==> src/rtl/servo_pkg.sv <==
// servo_pkg: cycle-count helpers and angle-to-width arithmetic shared by the servo PWM blocks
package servo_pkg;
  typedef logic [31:0] cyc_t;
  function automatic cyc_t us_to_cyc(input int unsigned clk_freq, input int unsigned us);
    return cyc_t'((clk_freq / 1_000_000) * us);
  endfunction
  function automatic int unsigned centre_angle(input int unsigned angle_w);
    return 32'd1 << (angle_w - 1);
  endfunction
  function automatic cyc_t angle_to_width(input longint unsigned angle, input int unsigned angle_w,
                                          input cyc_t min_cyc, input cyc_t span_cyc);
    return min_cyc + cyc_t'((angle * span_cyc) / ((64'd1 << angle_w) - 64'd1));
  endfunction
endpackage

==> src/rtl/servo_pwm_channel.sv <==
// servo_pwm_channel: one servo output with a double-buffered pulse width and a per-frame step clamp
module servo_pwm_channel #(
  parameter int W = 16,
  parameter int RST_WIDTH = 0,
  parameter int STEP = 1
) (
  input  logic         clk,
  input  logic         rst_n,
  input  logic         wr,
  input  logic [W-1:0] wr_width,
  input  logic         latch,
  input  logic         en,
  input  logic [W-1:0] frame_cnt,
  output logic         pwm
);
  logic [W-1:0] width_sh, width_act, diff, next_act;
  logic up;
  always_comb begin
    up = width_sh > width_act;
    diff = up ? width_sh - width_act : width_act - width_sh;
    next_act = diff <= W'(STEP) ? width_sh : up ? width_act + W'(STEP) : width_act - W'(STEP);
  end
  always_ff @(posedge clk)
    if (!rst_n) begin
      width_sh <= W'(RST_WIDTH);
      width_act <= W'(RST_WIDTH);
      pwm <= 1'b0;
    end else begin
      if (wr) width_sh <= wr_width;
      if (latch) width_act <= next_act;
      pwm <= en && frame_cnt < width_act;
    end
endmodule

==> src/rtl/servo_pwm_multi.sv <==
// servo_pwm_multi: N-channel servo PWM, shared frame counter, widths take effect at frame boundaries.
// Define SERVO_SLEW_LIMIT_EN to limit each width change to SLEW_STEP cycles per frame.
module servo_pwm_multi
  import servo_pkg::*;
#(
  parameter int CLK_FREQ = 50_000_000,
  parameter int N_CH = 4,
  parameter int ANGLE_W = 8,
  parameter int PERIOD_US = 20000,
  parameter int MIN_US = 1000,
  parameter int MAX_US = 2000,
  parameter int SLEW_STEP = CLK_FREQ / 10_000,
  localparam int CH_W = N_CH > 1 ? $clog2(N_CH) : 1
) (
  input  logic               clk,
  input  logic               rst_n,
  input  logic               wr_en,
  input  logic [CH_W-1:0]    wr_ch,
  input  logic [ANGLE_W-1:0] wr_angle,
  input  logic [N_CH-1:0]    ch_en,
  output logic [N_CH-1:0]    servo_pwm,
  output logic               cycle_done,
  output logic               wr_err
);
  localparam int PERIOD_CYC = int'(us_to_cyc(CLK_FREQ, PERIOD_US));
  localparam int MIN_CYC = int'(us_to_cyc(CLK_FREQ, MIN_US));
  localparam int SPAN_CYC = int'(us_to_cyc(CLK_FREQ, MAX_US - MIN_US));
  localparam int W = $clog2(PERIOD_CYC);
  localparam int PROD_W = ANGLE_W + $clog2(SPAN_CYC + 1);
  localparam int ANGLE_MAX = (1 << ANGLE_W) - 1;
  localparam int CENTRE_W = int'(angle_to_width(longint'(centre_angle(ANGLE_W)), ANGLE_W, MIN_CYC, SPAN_CYC));
`ifdef SERVO_SLEW_LIMIT_EN
  localparam bit SLEW_ON = 1'b1;
`else
  localparam bit SLEW_ON = 1'b0;
`endif
  // Without slew limiting, a step wider than any possible width change makes the clamp a plain copy.
  localparam int STEP = SLEW_ON && SLEW_STEP < PERIOD_CYC ? SLEW_STEP : PERIOD_CYC - 1;
  logic [W-1:0] frame_cnt, new_width;
  logic [PROD_W-1:0] prod;
  logic last, bad_ch;
  always_comb begin
    last = frame_cnt == W'(PERIOD_CYC - 1);
    bad_ch = {1'b0, wr_ch} >= (CH_W + 1)'(N_CH);
    prod = PROD_W'(wr_angle) * PROD_W'(SPAN_CYC);
    new_width = W'(MIN_CYC) + W'(prod / PROD_W'(ANGLE_MAX));
  end
  always_ff @(posedge clk)
    if (!rst_n) begin
      frame_cnt <= '0;
      cycle_done <= 1'b0;
      wr_err <= 1'b0;
    end else begin
      frame_cnt <= last ? '0 : frame_cnt + 1'b1;
      cycle_done <= frame_cnt == '0;
      wr_err <= wr_en && bad_ch;
    end
  for (genvar i = 0; i < N_CH; i++) begin : g_ch
    servo_pwm_channel #(.W(W), .RST_WIDTH(CENTRE_W), .STEP(STEP)) u_ch (
      .clk(clk),
      .rst_n(rst_n),
      .wr(wr_en && !bad_ch && wr_ch == CH_W'(i)),
      .wr_width(new_width),
      .latch(last),
      .en(ch_en[i]),
      .frame_cnt(frame_cnt),
      .pwm(servo_pwm[i])
    );
  end
endmodule
==> config.mk <==
export PLATFORM = sky130hd
export DESIGN_NAME = servo_pwm_multi
export DESIGN_NICKNAME = d
export VERILOG_FILES = /design/src/rtl/servo_pkg.sv /design/src/rtl/servo_pwm_channel.sv /design/src/rtl/servo_pwm_multi.sv
export SDC_FILE = /design/constraint.sdc
export NUM_CORES = 1
export LEC_CHECK = 0
export CORE_ASPECT_RATIO = 1.5
export CORE_UTILIZATION = 40
export CTS_BUF_LIST = sky130_fd_sc_hd__clkbuf_4 sky130_fd_sc_hd__clkbuf_8
export CTS_CLUSTER_DIAMETER = 40
export DETAILED_ROUTE_END_ITERATION = 16
export SLEW_MARGIN = 20
export SYNTH_ARGS = -nofsm -noshare
export SYNTH_HDL_FRONTEND = slang
export SYNTH_SLANG_ARGS = --single-unit
==> constraint.sdc <==
create_clock -name clk -period 51.6 [get_ports clk]
set_input_delay 10.32 -clock clk [delete_from_list [all_inputs] [get_ports clk]]
set_output_delay 10.32 -clock clk [all_outputs]
set_load 0.01 [all_outputs]
Word level (Yosys, flattened, before mapping)
Index checks and enable logic that the tools add are counted.
{"block": "word_totals", "ramBits": 0, "rom_bits": 0, "reg_bits": 185, "latch_bits": 0, "memories": 0, "inputBits": 17}
{"block": "classes", "n_reduce_logical": 11, "div_mod_pow": 1, "n_eq_ne": 4, "shifts": 0, "muxes": 12, "n_mul": 1, "addsub": 18, "bitwise": 1, "n_lt_le_gt_ge": 12}
{"op": "$mux W20", "n": 12}
{"op": "$sub A20 B20 Y20", "n": 8}
{"op": "$add A20 B20 Y20 const B", "n": 4}
{"op": "$gt A20 B20 Y1", "n": 4}
{"op": "$le A20 B20 Y1 const B", "n": 4}
{"op": "$lt A20 B20 Y1", "n": 4}
{"op": "$sub A20 B20 Y20 const B", "n": 4}
{"op": "$div A24 B8 Y24 const B", "n": 1}
{"op": "$add A16 B20 Y20 const A", "n": 1}
{"op": "$add A20 B1 Y20 const B", "n": 1}
{"op": "$eq A20 B20 Y1 const B", "n": 1}
{"op": "$logic_not A20 Y1", "n": 1}
{"op": "$mul A8 B12 Y20 const B", "n": 1}
{"op": "$logic_and A1 B1 Y1", "n": 8}
{"op": "$eq A2 B2 Y1 const B", "n": 2}
{"op": "$eq A2 B1 Y1 const B", "n": 1}
{"op": "$logic_not A2 Y1", "n": 1}
{"op": "$reduce_or A2 Y1", "n": 1}
{"op": "$not A1 Y1", "n": 1}

Depth between registers and ports, before layout
{"block": "depth", "ltp_word": 4, "ltp_mapped": 63, "mapped_depth_nobuf": 53}

By module
A second synthesis with hierarchy kept.
{"block": "unflattened", "cells_unflattened": 3614, "area_unflattened_um2": 27699.1}
{"mod": "servo_pwm_channel", "cells_each": 662, "instances": 4, "area_per_inst_um2": 5097.4}
{"mod": "servo_pwm_multi", "cells_each": 966, "instances": 1, "area_per_inst_um2": 7309.5}

Worst setup path before layout
Ideal clock, no wire load.
{"block": "synth_path", "kind": "in2reg", "from": "input wr_angle[2]", "to": "register g_ch[0].u_ch.width_sh[0]", "path_buffers": 5, "path_slack_ns": 27.790, "arrival_ns": 23.666, "path_stages": 58, "cell_sequence": "ha_1 > ha_1 > inv_1 > fa_1 > inv_1 > fa_1 > ha_1 > buf_2 > a21o_1 > a221o_1 > a2111oi_4 > nor3_1 > nor4_4 > a31oi_1 > or3_4 > o21ai_4 > nand3_4 > o41ai_2 > [... 22 more ...] > and2_1 > ha_1 > o21ai_1 > nor2b_1 > clkbuf_1 > nand3_1 > and2_1 > ha_1 > inv_1 > nor3b_1 > o31a_1 > nor2_1 > nor2_2 > xnor2_1 > ha_1 > or3b_4 > a2111oi_0 > a211oi_1"}
{"block": "synth_between", "elab_chain_len": 3}
{"item": "from (decl)", "line_no": "servo_pwm_multi.sv:19", "text": "input logic [ANGLE_W-1:0] wr_angle,"}
{"item": "$mul A8 B12 Y20", "line_no": "servo_pwm_multi.sv:45", "text": "prod = PROD_W'(wr_angle) * PROD_W'(SPAN_CYC);"}
{"item": "$div A24 B8 Y24", "line_no": "servo_pwm_multi.sv:46", "text": "new_width = W'(MIN_CYC) + W'(prod / PROD_W'(ANGLE_MAX));"}
{"item": "$add A16 B20 Y20", "line_no": "servo_pwm_multi.sv:46"}
{"item": "to (signal assigned)", "line_no": "servo_pwm_channel.sv:25", "text": "width_sh <= W'(RST_WIDTH);"}
{"item": "to (signal assigned)", "line_no": "servo_pwm_channel.sv:29", "text": "if (wr) width_sh <= wr_width;"}
{"item": "to (decl)", "line_no": "servo_pwm_channel.sv:16", "text": "logic [W-1:0] width_sh, width_act, diff, next_act;"}
Every way passes these cells.
A chain may end at the register's enable or synchronous reset.

Worst setup path after layout
{"block": "layout_path", "from": "input wr_angle[1]", "to": "register g_ch[3].u_ch.width_sh[0]"}
{"block": "layout_between", "elab_chain_len": 3}
{"item": "$mul A8 B12 Y20", "line_no": "servo_pwm_multi.sv:45"}
{"item": "$div A24 B8 Y24", "line_no": "servo_pwm_multi.sv:46"}
{"item": "$add A16 B20 Y20", "line_no": "servo_pwm_multi.sv:46"}
{"item": "to (signal assigned)", "line_no": "servo_pwm_channel.sv:25"}
{"item": "to (signal assigned)", "line_no": "servo_pwm_channel.sv:29"}
{"item": "to (decl)", "line_no": "servo_pwm_channel.sv:16"}
Every way passes these cells.

==> results.md <==
- For the worst setup path, the data arrival time is ~27 ns.
- The final count of negative-setup-slack endpoints is 0.
- The tightest slew margin relative to the limit is between 15 and 20%.
- Input and output buffers added on the ports amount to 21.
- The type of the most critical hold path is reg -> reg.
- The synthesized area is roughly 24000 um^2.
- STA puts the critical path data required time at 51.99 ns.
- The die covers between 60000 and 70000 um^2.
- The number of maximum-capacitance constraint violations is 0.
- 23 I/O pins were placed.
- The placement-stage cell area is between 20000 and 25000 um^2.
- The length in cells of the worst reg-to-reg path is 39.
- Of the available clock period, the critical path in the final layout requires around 50%.
- The number of vias after detailed routing is 22.6k.
- The number of global-route vias before repair came to between 20k and 25k.
- The root buffer cell chosen for the clock tree is clkbuf_8.
- Global routing used between 20% and 30% of the available tracks across all layers.
- The number of vias per cell is approximately 6.
- The initial cell density of the core is between 40% and 50%.
- From synthesis to final layout, the design area changed by 5.40%.
- The number of nets in the layout is about 3.4k.
- The largest net degree at the start of global routing is 81.
- The final max-slew violation count is 0.
- The DRC violation count after routing is 0.
- The number of hold-slack violations in the final timing report is 0.
- The commonest non-fill, non-tap cell in the layout is ha_1.
- TritonCTS built the clock tree.
- The per-instance average area after synthesis is 7.82 um^2.
- In the synthesized netlist the async set-or-reset flop fraction comes to 0%.
- Setup repair after global routing left no endpoint under its margin.
- Clock skew on the completed layout was measured at ~0.015 ns.
- The largest buffer count on any clock path is 2.
- The number of cells upsized or downsized after cts is 0.
- For this design, the slowest cell found on the critical path is clkdlybuf4s50_1.
- The number of violations reported at the end of detailed-routing iteration 0 is approximately 1.4k.
- The flip-flop and latch count after synthesis is approximately 180.
- Yosys mapped the design onto roughly 120 distinct sky130hd cell types.
- The number of standard cells after synthesis is ~3.0k.
- The die extent in x is approximately 200 um.
- The number of warnings reported in the yosys synthesis log is 0.
- The startpoint identified for the worst hold timing path is g_ch[0].u_ch.width_act[19].
- The number of stages on the worst hold path is 2.
- The clock drives 177 sinks.
- STA classifies the critical path endpoint as a register.
- The startpoint identified for the worst register-to-register timing path is g_ch[3].u_ch.width_act[1].
- The first detailed-routing pass ran for 6 iterations.
- Across all setup checks in the final design, the least slack found is around 25 ns.
- The number of enable flip-flop cells after synthesis is 0.
- The insertion delay of the later-clocked pin in the worst-skew pair is 0.53 ns.
- The area inside the core boundary is between 50000 and 60000 um^2.
- Clock-pin slew was measured on the worst setup and hold paths at 0.11 ns.
- The total non-filler cell area in the finished layout is 25100 um^2.
- The register-to-register path setup slack is about 44 ns.
- The highest attainable clock frequency is ~38 MHz.
- The quantity of hold-fixing buffers added after cts is 0.
- At the placement stage, the worst setup path has a slack of 24.69 ns.
- The floorplan has ~110 rows.
- The fraction of final layout cells sized beyond drive strength 1 is 5.73%.
- The prevailing post-synth register cell is dfxtp_1.
- By startpoint and endpoint, the worst setup path is classified as in -> reg.
- The most numerous cell type found on the critical path is ha_1.
- The maximum level of the CTS H-tree is 4.
- The HPWL after detailed placement is ~58000 um.
- The global-route wire length before repair is 119000 um.
- The post-CTS repair timing setup buffer count is 0.
- The worst reg2reg path endpoint is g_ch[3].u_ch.width_act[19].
- The worst setup path is launched from an input pin.
- The share of the yosys chip area belonging to registers is ~15%.
- The run finished with clean final reports.
- Global routing finished with a remaining overflow of 0.
- The stage delay of the slowest cell on the critical path is just under 0.9 ns.
- The final wirelength is approximately 74000 um.
- In the layout the commonest cells are ha_1, nand2_1, a21oi_1, inv_1, dfxtp_1.
- Counting the buffers created by CTS gives 17.
- In this run the vertical extent of the chip is 301 um.
- The number of nets handed over by synthesis was roughly 3.4k.
- The setup total negative slack is 0 ns.
- At the end of routability-driven placement, the weighted congestion stood at ~0.90.
- For the pin with the worst max-slew slack, the measured transition is about 1.3 ns.
- In the final routed layout, each cell accounts on average for ~20 um.
- The initial antenna violation count is 2.
- The number of nets with antenna violations after routing is 0.
- The hold-critical path endpoint is g_ch[0].u_ch.width_act[19].
- The shortest clock period the worst path allows after layout is around 27 ns.
- The top fanout value on the critical path is 13.
[worst max path at each step]
stage                               endpoint  cells past startpoint  slack (ns)   startpoint
finish              g_ch[3].u_ch.width_sh[0]                     52       25.09  wr_angle[1]
global route        g_ch[0].u_ch.width_sh[0]                     52       24.00  wr_angle[1]
CTS                 g_ch[3].u_ch.width_sh[0]                     52       25.25  wr_angle[1]
detailed placement  g_ch[3].u_ch.width_sh[0]                     52       24.69  wr_angle[1]
global placement    g_ch[1].u_ch.width_sh[0]                     52       24.97  wr_angle[1]
floorplan           g_ch[0].u_ch.width_sh[0]                     58       27.79  wr_angle[2]
[final cells by class]
cell class                      count  area, um^2
Antenna cell                        1        2.50
Clock buffer                       19         249
Fill cell                        6061       33800
Timing Repair Buffer               47         403
Sequential cell                   177        3540
Multi-Input combinational cell   2511       18900
Clock inverter                     13         129
Tap cell                          777         972
Inverter                          234         878
[Yosys cell counts, types with 44 or more instances]
cell type	number	share of area [%]
ha_1	352	19
nand2_1	288	4.5
a21oi_1	254	5.3
inv_1	233	3.7
dfxtp_1	177	15
nor2_1	139	2.2
o21ai_0	133	2.8
o211ai_1	123	3.9
xnor2_1	120	4.4
clkbuf_1	95	1.5
o21bai_1	72	2.3
nand3_1	66	1.4
nor2b_1	64	1.7
a21o_1	62	2.0
xor2_1	61	2.2
nand2b_1	56	1.5
mux2i_1	55	2.3
nand4_1	55	1.4
and3_1	46	1.2
nor3_1	46	0.97
o211a_1	44	1.9
[layer usage]
metal	global-route usage [%]	wire, um
met2	48.8	40300
met5	0	13
met3	2.13	1980
met1	24.8	28400
met4	12.1	3570
[worst max-delay path, delay by kind of cell]
family | cells | cell delay (ns)
adders and majority gates | 7 | 2.39
muxes | 1 | 0.21
xor gates and xnor gates | 1 | 0.17
AOI/OAI and AO/OA | 17 | 5.79
buffers and inverters | 3 | 1.27
and+or+nand+nor | 23 | 6.71
[sequential cells by signal, summed over array words and instances (netlist names)]
signal,count
cycle_done,1
g_ch.u_ch.width_sh,72
g_ch.u_ch.pwm,4
g_ch.u_ch.width_act,80
frame_cnt,20
[through the flow]
stage / hold slack, ns / util [%] / std cells
after detailed placement: 0.485 / 41.9 / 3745
after CTS: 0.500 / 42.6 / 3777
final: 0.492 / 42.6 / 3779
after global routing: 0.536 / 42.6 / 3779
after floorplan: 0.456 / - / 3043
after global placement: 0.469 / 41.9 / 3745
[cells by family (layout without fill, tap and decap cells)]
logic type | after synthesis | in the layout | share of synthesized area (%)
AO/OA/AOI/OAI | 986 | 986 | 29.5
XOR/XNOR | 184 | 184 | 6.86
adder cells (fa/ha/maj) | 377 | 377 | 20.6
buffers and inverters | 355 | 313 | 5.87
flip-flops | 177 | 177 | 14.9
multiplexers | 63 | 63 | 2.74
other | 1 | 2 | 0.0158
AND/OR/NAND/NOR | 900 | 900 | 19.6
Power is not shown: default switching activity piles up to over one toggle a cycle in this logic, so the estimate is an artifact.
